$ cat src/rtl/oflow_mem_buffer_ctrl_pkg.sv
// Shared types and constants for the frame-history buffer controller.
package oflow_mem_buffer_ctrl_pkg;

    localparam int FRAME_NUM_WIDTH = 8;
    localparam int HIST_WIDTH      = 3;
    localparam int OFFSET_WIDTH    = 7;
    localparam int MEM_DEPTH       = 128;
    // Write pointer must hold values up to MEM_DEPTH itself (region fully used).
    localparam int PTR_WIDTH       = 8;

    localparam logic [HIST_WIDTH-1:0] MAX_HIST = HIST_WIDTH'(5);

    typedef enum logic [1:0] {
        S_UNCFG = 2'd0,
        S_READY = 2'd1,
        S_FRAME = 2'd2
    } state_t;

    // Entries available to one frame when the buffer is split into n regions.
    function automatic logic [PTR_WIDTH-1:0] region_size(input logic [HIST_WIDTH-1:0] n);
        case (n)
            3'd1:    return PTR_WIDTH'(MEM_DEPTH);
            3'd2:    return PTR_WIDTH'(MEM_DEPTH / 2);
            3'd3:    return 8'd42;
            3'd4:    return PTR_WIDTH'(MEM_DEPTH / 4);
            3'd5:    return 8'd25;
            default: return 8'd0;
        endcase
    endfunction

endpackage

$ cat src/rtl/oflow_mem_buffer_ctrl_if.sv
// Requester handshakes, configuration and buffer pins of the controller.
//
// Handshake: a requester raises wr_valid / rd_req and holds its payload
// stable; the transfer happens in any cycle where the matching wr_ready /
// rd_ready is high at the clock edge. Ready is a combinational grant, never
// both in one cycle, and may depend on the request.
interface oflow_mem_buffer_ctrl_if;
    import oflow_mem_buffer_ctrl_pkg::*;

    logic                       cfg_load;
    logic [HIST_WIDTH-1:0]      cfg_hist;
    logic                       cfg_err;
    logic                       frame_start;
    logic                       wr_valid;
    logic                       wr_single;
    logic                       wr_last;
    logic                       wr_ready;
    logic                       wr_ovf;
    logic                       rd_req;
    logic [HIST_WIDTH-1:0]      rd_hist_idx;
    logic [OFFSET_WIDTH-1:0]    rd_offset_0;
    logic [OFFSET_WIDTH-1:0]    rd_offset_1;
    logic                       rd_dual;
    logic                       rd_ready;
    logic                       rd_err;
    logic                       rd_rvalid;
    logic [FRAME_NUM_WIDTH-1:0] mem_frame_num;
    logic [HIST_WIDTH-1:0]      mem_hist;
    logic [OFFSET_WIDTH-1:0]    mem_offset_0;
    logic [OFFSET_WIDTH-1:0]    mem_offset_1;
    logic                       mem_csb_0;
    logic                       mem_csb_1;
    logic                       mem_we;
    logic                       mem_oeb;
    logic [FRAME_NUM_WIDTH-1:0] cur_frame;
    state_t                     state;

    modport slave (
        input  cfg_load, cfg_hist, frame_start, wr_valid, wr_single, wr_last,
               rd_req, rd_hist_idx, rd_offset_0, rd_offset_1, rd_dual,
        output cfg_err, wr_ready, wr_ovf, rd_ready, rd_err, rd_rvalid,
               mem_frame_num, mem_hist, mem_offset_0, mem_offset_1,
               mem_csb_0, mem_csb_1, mem_we, mem_oeb, cur_frame, state
    );

    modport master (
        output cfg_load, cfg_hist, frame_start, wr_valid, wr_single, wr_last,
               rd_req, rd_hist_idx, rd_offset_0, rd_offset_1, rd_dual,
        input  cfg_err, wr_ready, wr_ovf, rd_ready, rd_err, rd_rvalid,
               mem_frame_num, mem_hist, mem_offset_0, mem_offset_1,
               mem_csb_0, mem_csb_1, mem_we, mem_oeb, cur_frame, state
    );

endinterface

$ cat src/rtl/oflow_mem_rr_arbiter.sv
// Two-requester round-robin arbiter; the requester not served last wins ties.
module oflow_mem_rr_arbiter (
    input  logic clk,
    input  logic reset_N,
    input  logic req_wr,
    input  logic req_rd,
    output logic gnt_wr,
    output logic gnt_rd
);

    // 1 = writer was granted most recently, 0 = reader (reset value).
    logic last_wr_q;

    // Grant the sole requester, or on contention the one not served last.
    always_comb begin
        gnt_wr = req_wr && (!req_rd || !last_wr_q);
        gnt_rd = req_rd && !gnt_wr;
    end

    // Remember who was served so the next tie goes the other way.
    always_ff @(posedge clk) begin
        if (!reset_N)    last_wr_q <= 1'b0;
        else if (gnt_wr) last_wr_q <= 1'b1;
        else if (gnt_rd) last_wr_q <= 1'b0;
    end

endmodule

$ cat src/rtl/oflow_mem_buffer_ctrl.sv
// Frame-history buffer controller: frame counter, write offsets, overflow,
// history validity and read/write sharing of the two-port buffer.
module oflow_mem_buffer_ctrl
    import oflow_mem_buffer_ctrl_pkg::*;
(
    input  logic                    clk,
    input  logic                    reset_N,
    oflow_mem_buffer_ctrl_if.slave  bus
);

    state_t                     state_q, state_d;
    logic [HIST_WIDTH-1:0]      n_q;
    logic [HIST_WIDTH-1:0]      hist_valid_q;
    logic [FRAME_NUM_WIDTH-1:0] cur_frame_q;
    logic [PTR_WIDTH-1:0]       wr_ptr_q;
    logic                       rd_pend_q;

    logic gnt_wr, gnt_rd;
    logic cfg_ok, cfg_take, cfg_rej, open_frame, close_frame;
    logic wr_fit, rd_ok;
    logic [PTR_WIDTH-1:0] wr_k;

    assign cfg_ok      = (bus.cfg_hist >= HIST_WIDTH'(1)) && (bus.cfg_hist <= MAX_HIST);
    assign wr_k        = bus.wr_single ? PTR_WIDTH'(1) : PTR_WIDTH'(2);
    assign wr_fit      = (wr_ptr_q + wr_k) <= region_size(n_q);
    assign rd_ok       = bus.rd_hist_idx <= hist_valid_q;
    assign close_frame = gnt_wr && bus.wr_last;

    oflow_mem_rr_arbiter u_arb (
        .clk     (clk),
        .reset_N (reset_N),
        .req_wr  (bus.wr_valid && (state_q == S_FRAME)),
        .req_rd  (bus.rd_req && (state_q != S_UNCFG)),
        .gnt_wr  (gnt_wr),
        .gnt_rd  (gnt_rd)
    );

    assign bus.wr_ready  = gnt_wr;
    assign bus.rd_ready  = gnt_rd;
    assign bus.mem_hist  = n_q;
    assign bus.cur_frame = cur_frame_q;
    assign bus.state     = state_q;

    // State register.
    always_ff @(posedge clk) begin
        if (!reset_N) state_q <= S_UNCFG;
        else          state_q <= state_d;
    end

    // Next state from the decoded control events.
    always_comb begin
        state_d = state_q;
        case (state_q)
            S_UNCFG: if (cfg_take)    state_d = S_READY;
            S_READY: if (open_frame)  state_d = S_FRAME;
            S_FRAME: if (close_frame) state_d = S_READY;
            default:                  state_d = S_UNCFG;
        endcase
    end

    // Control events per state; cfg_load takes precedence over frame_start.
    always_comb begin
        cfg_take   = 1'b0;
        cfg_rej    = 1'b0;
        open_frame = 1'b0;
        case (state_q)
            S_UNCFG, S_READY: begin
                if (bus.cfg_load) begin
                    cfg_take = cfg_ok;
                    cfg_rej  = !cfg_ok;
                end else if (state_q == S_READY && bus.frame_start) begin
                    open_frame = 1'b1;
                end
            end
            S_FRAME: cfg_rej = bus.cfg_load;
            default: ;
        endcase
    end

    // Frame counter, write pointer, overflow and history-validity tracking.
    always_ff @(posedge clk) begin
        if (!reset_N) begin
            n_q          <= '0;
            hist_valid_q <= '0;
            cur_frame_q  <= '0;
            wr_ptr_q     <= '0;
            bus.wr_ovf   <= 1'b0;
        end else begin
            if (cfg_take) begin
                n_q          <= bus.cfg_hist;
                hist_valid_q <= '0;
                cur_frame_q  <= '0;
            end
            if (open_frame) begin
                wr_ptr_q   <= '0;
                bus.wr_ovf <= 1'b0;
            end
            if (gnt_wr) begin
                if (wr_fit) wr_ptr_q   <= wr_ptr_q + wr_k;
                else        bus.wr_ovf <= 1'b1;
                if (bus.wr_last) begin
                    cur_frame_q <= cur_frame_q + FRAME_NUM_WIDTH'(1);
                    // frame_num mod N jumps at the 255->0 wrap, so history restarts.
                    if (cur_frame_q == '1)
                        hist_valid_q <= '0;
                    else if (hist_valid_q + HIST_WIDTH'(1) >= n_q)
                        hist_valid_q <= n_q - HIST_WIDTH'(1);
                    else
                        hist_valid_q <= hist_valid_q + HIST_WIDTH'(1);
                end
            end
        end
    end

    // Registered buffer pins and response pulses; idle unless a grant is taken.
    always_ff @(posedge clk) begin
        if (!reset_N) begin
            bus.mem_frame_num <= '0;
            bus.mem_offset_0  <= '0;
            bus.mem_offset_1  <= '0;
            bus.mem_csb_0     <= 1'b1;
            bus.mem_csb_1     <= 1'b1;
            bus.mem_we        <= 1'b0;
            bus.mem_oeb       <= 1'b1;
            bus.rd_err        <= 1'b0;
            bus.rd_rvalid     <= 1'b0;
            bus.cfg_err       <= 1'b0;
            rd_pend_q         <= 1'b0;
        end else begin
            bus.mem_csb_0 <= 1'b1;
            bus.mem_csb_1 <= 1'b1;
            bus.mem_we    <= 1'b0;
            bus.mem_oeb   <= 1'b1;
            bus.rd_err    <= 1'b0;
            bus.cfg_err   <= cfg_rej;
            rd_pend_q     <= 1'b0;
            bus.rd_rvalid <= rd_pend_q;
            if (gnt_wr && wr_fit) begin
                bus.mem_frame_num <= cur_frame_q;
                bus.mem_offset_0  <= wr_ptr_q[OFFSET_WIDTH-1:0];
                bus.mem_offset_1  <= wr_ptr_q[OFFSET_WIDTH-1:0] + OFFSET_WIDTH'(1);
                bus.mem_csb_0     <= 1'b0;
                bus.mem_csb_1     <= bus.wr_single;
                bus.mem_we        <= 1'b1;
            end else if (gnt_rd) begin
                if (rd_ok) begin
                    bus.mem_frame_num <= cur_frame_q - FRAME_NUM_WIDTH'(bus.rd_hist_idx);
                    bus.mem_offset_0  <= bus.rd_offset_0;
                    bus.mem_offset_1  <= bus.rd_offset_1;
                    bus.mem_csb_0     <= 1'b0;
                    bus.mem_csb_1     <= !bus.rd_dual;
                    bus.mem_oeb       <= 1'b0;
                    rd_pend_q         <= 1'b1;
                end else begin
                    bus.rd_err <= 1'b1;
                end
            end
        end
    end

endmodule

$ cat src/flat_wrapper.sv
// flat-port wrapper written by rule: the top's interface ports become plain ports
module oflow_mem_buffer_ctrl_flat import oflow_mem_buffer_ctrl_pkg::*;
  (clk, reset_N, bus_cfg_load, bus_cfg_hist, bus_frame_start, bus_wr_valid, bus_wr_single, bus_wr_last, bus_rd_req, bus_rd_hist_idx, bus_rd_offset_0, bus_rd_offset_1, bus_rd_dual, bus_cfg_err, bus_wr_ready, bus_wr_ovf, bus_rd_ready, bus_rd_err, bus_rd_rvalid, bus_mem_frame_num, bus_mem_hist, bus_mem_offset_0, bus_mem_offset_1, bus_mem_csb_0, bus_mem_csb_1, bus_mem_we, bus_mem_oeb, bus_cur_frame, bus_state);
  oflow_mem_buffer_ctrl_if bus_i ();
  input  logic clk;
  input  logic reset_N;
  input wire logic [$bits(bus_i.cfg_load)-1:0] bus_cfg_load;
  input wire logic [$bits(bus_i.cfg_hist)-1:0] bus_cfg_hist;
  input wire logic [$bits(bus_i.frame_start)-1:0] bus_frame_start;
  input wire logic [$bits(bus_i.wr_valid)-1:0] bus_wr_valid;
  input wire logic [$bits(bus_i.wr_single)-1:0] bus_wr_single;
  input wire logic [$bits(bus_i.wr_last)-1:0] bus_wr_last;
  input wire logic [$bits(bus_i.rd_req)-1:0] bus_rd_req;
  input wire logic [$bits(bus_i.rd_hist_idx)-1:0] bus_rd_hist_idx;
  input wire logic [$bits(bus_i.rd_offset_0)-1:0] bus_rd_offset_0;
  input wire logic [$bits(bus_i.rd_offset_1)-1:0] bus_rd_offset_1;
  input wire logic [$bits(bus_i.rd_dual)-1:0] bus_rd_dual;
  output wire logic [$bits(bus_i.cfg_err)-1:0] bus_cfg_err;
  output wire logic [$bits(bus_i.wr_ready)-1:0] bus_wr_ready;
  output wire logic [$bits(bus_i.wr_ovf)-1:0] bus_wr_ovf;
  output wire logic [$bits(bus_i.rd_ready)-1:0] bus_rd_ready;
  output wire logic [$bits(bus_i.rd_err)-1:0] bus_rd_err;
  output wire logic [$bits(bus_i.rd_rvalid)-1:0] bus_rd_rvalid;
  output wire logic [$bits(bus_i.mem_frame_num)-1:0] bus_mem_frame_num;
  output wire logic [$bits(bus_i.mem_hist)-1:0] bus_mem_hist;
  output wire logic [$bits(bus_i.mem_offset_0)-1:0] bus_mem_offset_0;
  output wire logic [$bits(bus_i.mem_offset_1)-1:0] bus_mem_offset_1;
  output wire logic [$bits(bus_i.mem_csb_0)-1:0] bus_mem_csb_0;
  output wire logic [$bits(bus_i.mem_csb_1)-1:0] bus_mem_csb_1;
  output wire logic [$bits(bus_i.mem_we)-1:0] bus_mem_we;
  output wire logic [$bits(bus_i.mem_oeb)-1:0] bus_mem_oeb;
  output wire logic [$bits(bus_i.cur_frame)-1:0] bus_cur_frame;
  output wire logic [$bits(bus_i.state)-1:0] bus_state;
  assign bus_i.cfg_load = bus_cfg_load;
  assign bus_i.cfg_hist = bus_cfg_hist;
  assign bus_i.frame_start = bus_frame_start;
  assign bus_i.wr_valid = bus_wr_valid;
  assign bus_i.wr_single = bus_wr_single;
  assign bus_i.wr_last = bus_wr_last;
  assign bus_i.rd_req = bus_rd_req;
  assign bus_i.rd_hist_idx = bus_rd_hist_idx;
  assign bus_i.rd_offset_0 = bus_rd_offset_0;
  assign bus_i.rd_offset_1 = bus_rd_offset_1;
  assign bus_i.rd_dual = bus_rd_dual;
  assign bus_cfg_err = bus_i.cfg_err;
  assign bus_wr_ready = bus_i.wr_ready;
  assign bus_wr_ovf = bus_i.wr_ovf;
  assign bus_rd_ready = bus_i.rd_ready;
  assign bus_rd_err = bus_i.rd_err;
  assign bus_rd_rvalid = bus_i.rd_rvalid;
  assign bus_mem_frame_num = bus_i.mem_frame_num;
  assign bus_mem_hist = bus_i.mem_hist;
  assign bus_mem_offset_0 = bus_i.mem_offset_0;
  assign bus_mem_offset_1 = bus_i.mem_offset_1;
  assign bus_mem_csb_0 = bus_i.mem_csb_0;
  assign bus_mem_csb_1 = bus_i.mem_csb_1;
  assign bus_mem_we = bus_i.mem_we;
  assign bus_mem_oeb = bus_i.mem_oeb;
  assign bus_cur_frame = bus_i.cur_frame;
  assign bus_state = bus_i.state;
  oflow_mem_buffer_ctrl u_core (.clk(clk), .reset_N(reset_N), .bus(bus_i));
endmodule
$ cat config.mk
export PLATFORM = sky130hd
export DESIGN_NAME = oflow_mem_buffer_ctrl_flat
export DESIGN_NICKNAME = d
export VERILOG_FILES = /design/src/rtl/oflow_mem_buffer_ctrl_pkg.sv /design/src/rtl/oflow_mem_buffer_ctrl_if.sv /design/src/rtl/oflow_mem_rr_arbiter.sv /design/src/rtl/oflow_mem_buffer_ctrl.sv /design/src/flat_wrapper.sv
export SDC_FILE = /design/constraint.sdc
export NUM_CORES = 1
export LEC_CHECK = 0
export BUFFER_PORTS_ARGS = -buffer_cell sky130_fd_sc_hd__buf_2
export CAP_MARGIN = 10
export CELL_PAD_IN_SITES_DETAIL_PLACEMENT = 1
export CELL_PAD_IN_SITES_GLOBAL_PLACEMENT = 1
export CORE_ASPECT_RATIO = 0.6
export CORE_MARGIN = 1.5
export CORE_UTILIZATION = 35
export DETAILED_ROUTE_END_ITERATION = 7
export PLACE_DENSITY_LB_ADDON = 0.25
export SYNTH_ARGS = -nofsm -noshare
export SYNTH_HDL_FRONTEND = slang
export SYNTH_SLANG_ARGS = --single-unit
$ cat constraint.sdc
create_clock -name clk -period 6.2 [get_ports clk]
set_input_delay 0 -clock clk [delete_from_list [all_inputs] [get_ports clk]]
set_output_delay 0 -clock clk [all_outputs]
set_load 0.05 [all_outputs]
==> impl_results.md <==
* Result of the run: finished clean
* 1st-pass router iterations at 8
* Mapped Area at roughly 3200 um2
* Reg2reg path depth at 12
* DR WL/cell at 16.5 um
* Mapped Nets at around 460
* Die W at approximately 130 um
* Yosys top cell area share at 35.3%
* Clock Path Buffers at 2
* DR DRC count at 0
* Number of flops mapped to enable cells by yosys at 0
* Synth warn at 0
* WHS at between 0.03 and 0.04 ns
* Reg-to-Reg Start: u_core.wr_ptr_q[0]
* Area contributors post-synth: dfxtp_1, ha_1, nand2_1
* Crit Path Class: register to register
* CTS tree: yes
* Final hold violation count at 0
* DP Wirelength at slightly below 7000 um
* GRT Residual Overflow at 0
* Max-Slew Margin vs Limit at between 20% and 30%
* Avg Cell Area, Syn at about 8.0 um2
* Dominant cell type by area after synthesis: dfxtp_1
* Power per cell area at ~210 nW/um2
* GRT Resource Usage Total at 20.9%
* Vias after detailed routing at roughly 3100
* Final #Nets at between 500 and 600
* Top FF cell, synth: dfxtp_1
* Finished Cell Area at between 3000 and 4000 um2
* I/O pin count at 74
* WL final at roughly 9700 um
* Worst vdd ir at 0.105 mV
* Synth-to-layout area growth at 23.8%
* Max-Cap Viols at 0
* Diode count at 0
* Setup slack after layout at ~2.5 ns
* Crit path from: u_core.wr_ptr_q[0]
* CTS Sinks at between 50 and 60
* Final slew viol count at 0
* H-tree Lvls at 2
* Cells after Synth at ~400
* RSZ-0062 raised after global routing: false
* Largest net degree at the start of global routing at 44
* Initial antenna violation count at 0
* Detailed Route Iter0 Violations at around 180
* Core Util, Final at 45.4%
* Core area at roughly 8700 um2
* CTS-repair resized insts at 0
* CTS buffer count at 5
* Setup_tns at 0 ns
* Number of setup buffers added after CTS at 0
* Lkg Pwr at between 1.5 and 2 nW
* Routability cong. at roughly 0.81
* Final period util at approximately 60%
* Fraction of the yosys area taken by sequential cells at 35.3%
* PortBufs at 73
* Die Y at ~77 um
* Async S/R FF share, synth at 0%
* Seq cells post-synth at between 50 and 60
* Worst reg2reg setup slack at 2.52 ns
* Critical Path RT at 6.40 ns
* CP startpoint kind: register
* Root buf cell: clkbuf_16
* Placed Instance Area at ~3600 um2
* Number of vias per cell at around 5.3
* Worst Hold Launch: bus_wr_single
* Count of final setup violators at 0
* Layout Skew at about 0.0038 ns
* Share of layout cells above drive strength 1 at a little under a fifth
* Hold depth at 3
* Highest Clock Rate at ~270 MHz
* Initial Util at 36.7%
* Die footprint at 9660 um2
* Slew of the pin with the lowest slew margin at between 1 and 1.5 ns
* Clock transition at path regs at approximately 0.08 ns
* Fin crit period at approximately 3.7 ns
* Number of fillers in the final layout at between 1000 and 1500
* # rows at 26
* Clk_lat worst skew at 0.30 ns
* Arrival @ worst endpoint at approximately 3.9 ns
* Count of different cell masters after synthesis at between 50 and 60
* CP Capture Type: register
* Hold buffer count at CTS at 19
* Pre-CTS setup slack at 2.57 ns
* DRT antenna net count at 0
* Worst Hold Class: primary input to register
* Critical-path maximum fanout at 19
* Vias in the first global route at between 3000 and 4000
* First-pass GRT wire length at between 15000 and 20000 um
==> synthesized netlist by cell type, drive strengths merged (7+ instances only) <==
library cell	number
a31oi	14
o21ai	25
ha	26
dfxtp	56
buf	7
nor2	26
clkbuf	19
a21oi	31
nand3	18
nand2	69
inv	22
xnor2	10
==> placed cells by master, fill, tap and decap left out, types with 5 or more instances in the layout <==
master,synthesis,routed
a21oi_1,30,30
a31oi_1,14,14
and3_1,6,6
buf_2,2,73
clkbuf_16,0,5
dfxtp_1,56,56
dlygate4sd3_1,0,19
ha_1,26,26
inv_1,22,22
nand2_1,69,69
nand3_1,18,18
nor2_1,26,26
o21ai_0,24,24
xnor2_1,10,10
xor2_1,5,5
==> stage by stage <==
step                instances  power, mW
global route              586      0.875
floorplan                 398      0.470
detailed placement        559      0.507
global placement          559      0.505
CTS                       586      0.846
finish                    586      0.839
==> kinds of logic (layout without fill, tap and decap cells) <==
logic type	after synthesis	count (layout)	share of synthesized area (%)
flops	56	56	35.3
mux	6	6	1.97
buf+inv	48	124	6.59
compound gates	94	94	18.4
xor+xnor	15	15	4.14
fa+ha+maj	28	28	11.5
simple gates	151	151	22.1
==> report_power, final <==
group	leakage, nW	total, mW	switching (mW)	internal, mW
combinational	1.17	0.133	0.0860	0.0466
sequential	0.453	0.376	0.00771	0.368
clock	0.0798	0.330	0.140	0.190
total	1.70	0.839	0.234	0.605
==> worst max-delay path, stage by stage (launching register included) <==
cell	delay, ns
dfxtp_1	0.44
ha_1	0.21
inv_1	0.06
fa_1	0.47
or3_1	0.42
xnor2_1	0.20
ha_1	0.28
o21ai_0	0.16
nor2_1	0.06
or3_4	0.40
a21oi_4	0.49
a21oi_1	0.08
a221oi_1	0.31
==> per-layer routing <==
layer  wire (um)  global-route usage, %  vias to the layer above
li1            -                      -                     1527
met5           0                      0                        -
met4          60                   3.33                        0
met2        4280                   33.0                       56
met1        5000                   30.2                     1520
met3         316                   3.70                        6
==> final timing paths <==
kind,to
worst max-delay path,u_core.bus.mem_offset_1[0]
worst min-delay path,u_core.bus.mem_csb_1
worst max register to register,u_core.bus.mem_offset_1[0]
worst min register to register,u_core.bus.rd_rvalid
==> sequential cells by signal, summed over array words and instances (netlist names) <==
name	count
u_core.bus.mem_oeb	1
u_core.bus.cfg_err	1
u_core.bus.mem_csb_0	1
u_core.hist_valid_q	3
u_core.bus.mem_frame_num	8
u_core.wr_ptr_q	8
u_core.u_arb.last_wr_q	1
u_core.bus.mem_offset_0	7
u_core.bus.rd_rvalid	1
u_core.bus.mem_csb_1	1
u_core.bus.mem_hist	3
u_core.bus.mem_offset_1	7
u_core.bus.wr_ovf	1
u_core.bus.mem_we	1
u_core.bus.cur_frame	8
u_core.rd_pend_q	1
u_core.bus.rd_err	1
u_core.bus.state	2
==> layout make-up <==
type                    count  area (um2)  area share, %
clock inverters             3        42.5           1.08
inverters                  22        82.6           2.10
multi-input cells         294        1840           47.0
repair buffers             94         571           14.5
clock buffers               5         125           3.19
flip-flops and latches     56        1120           28.6
well taps                 112         140           3.57
No activity file was read; power rests on OpenSTA's default activity.
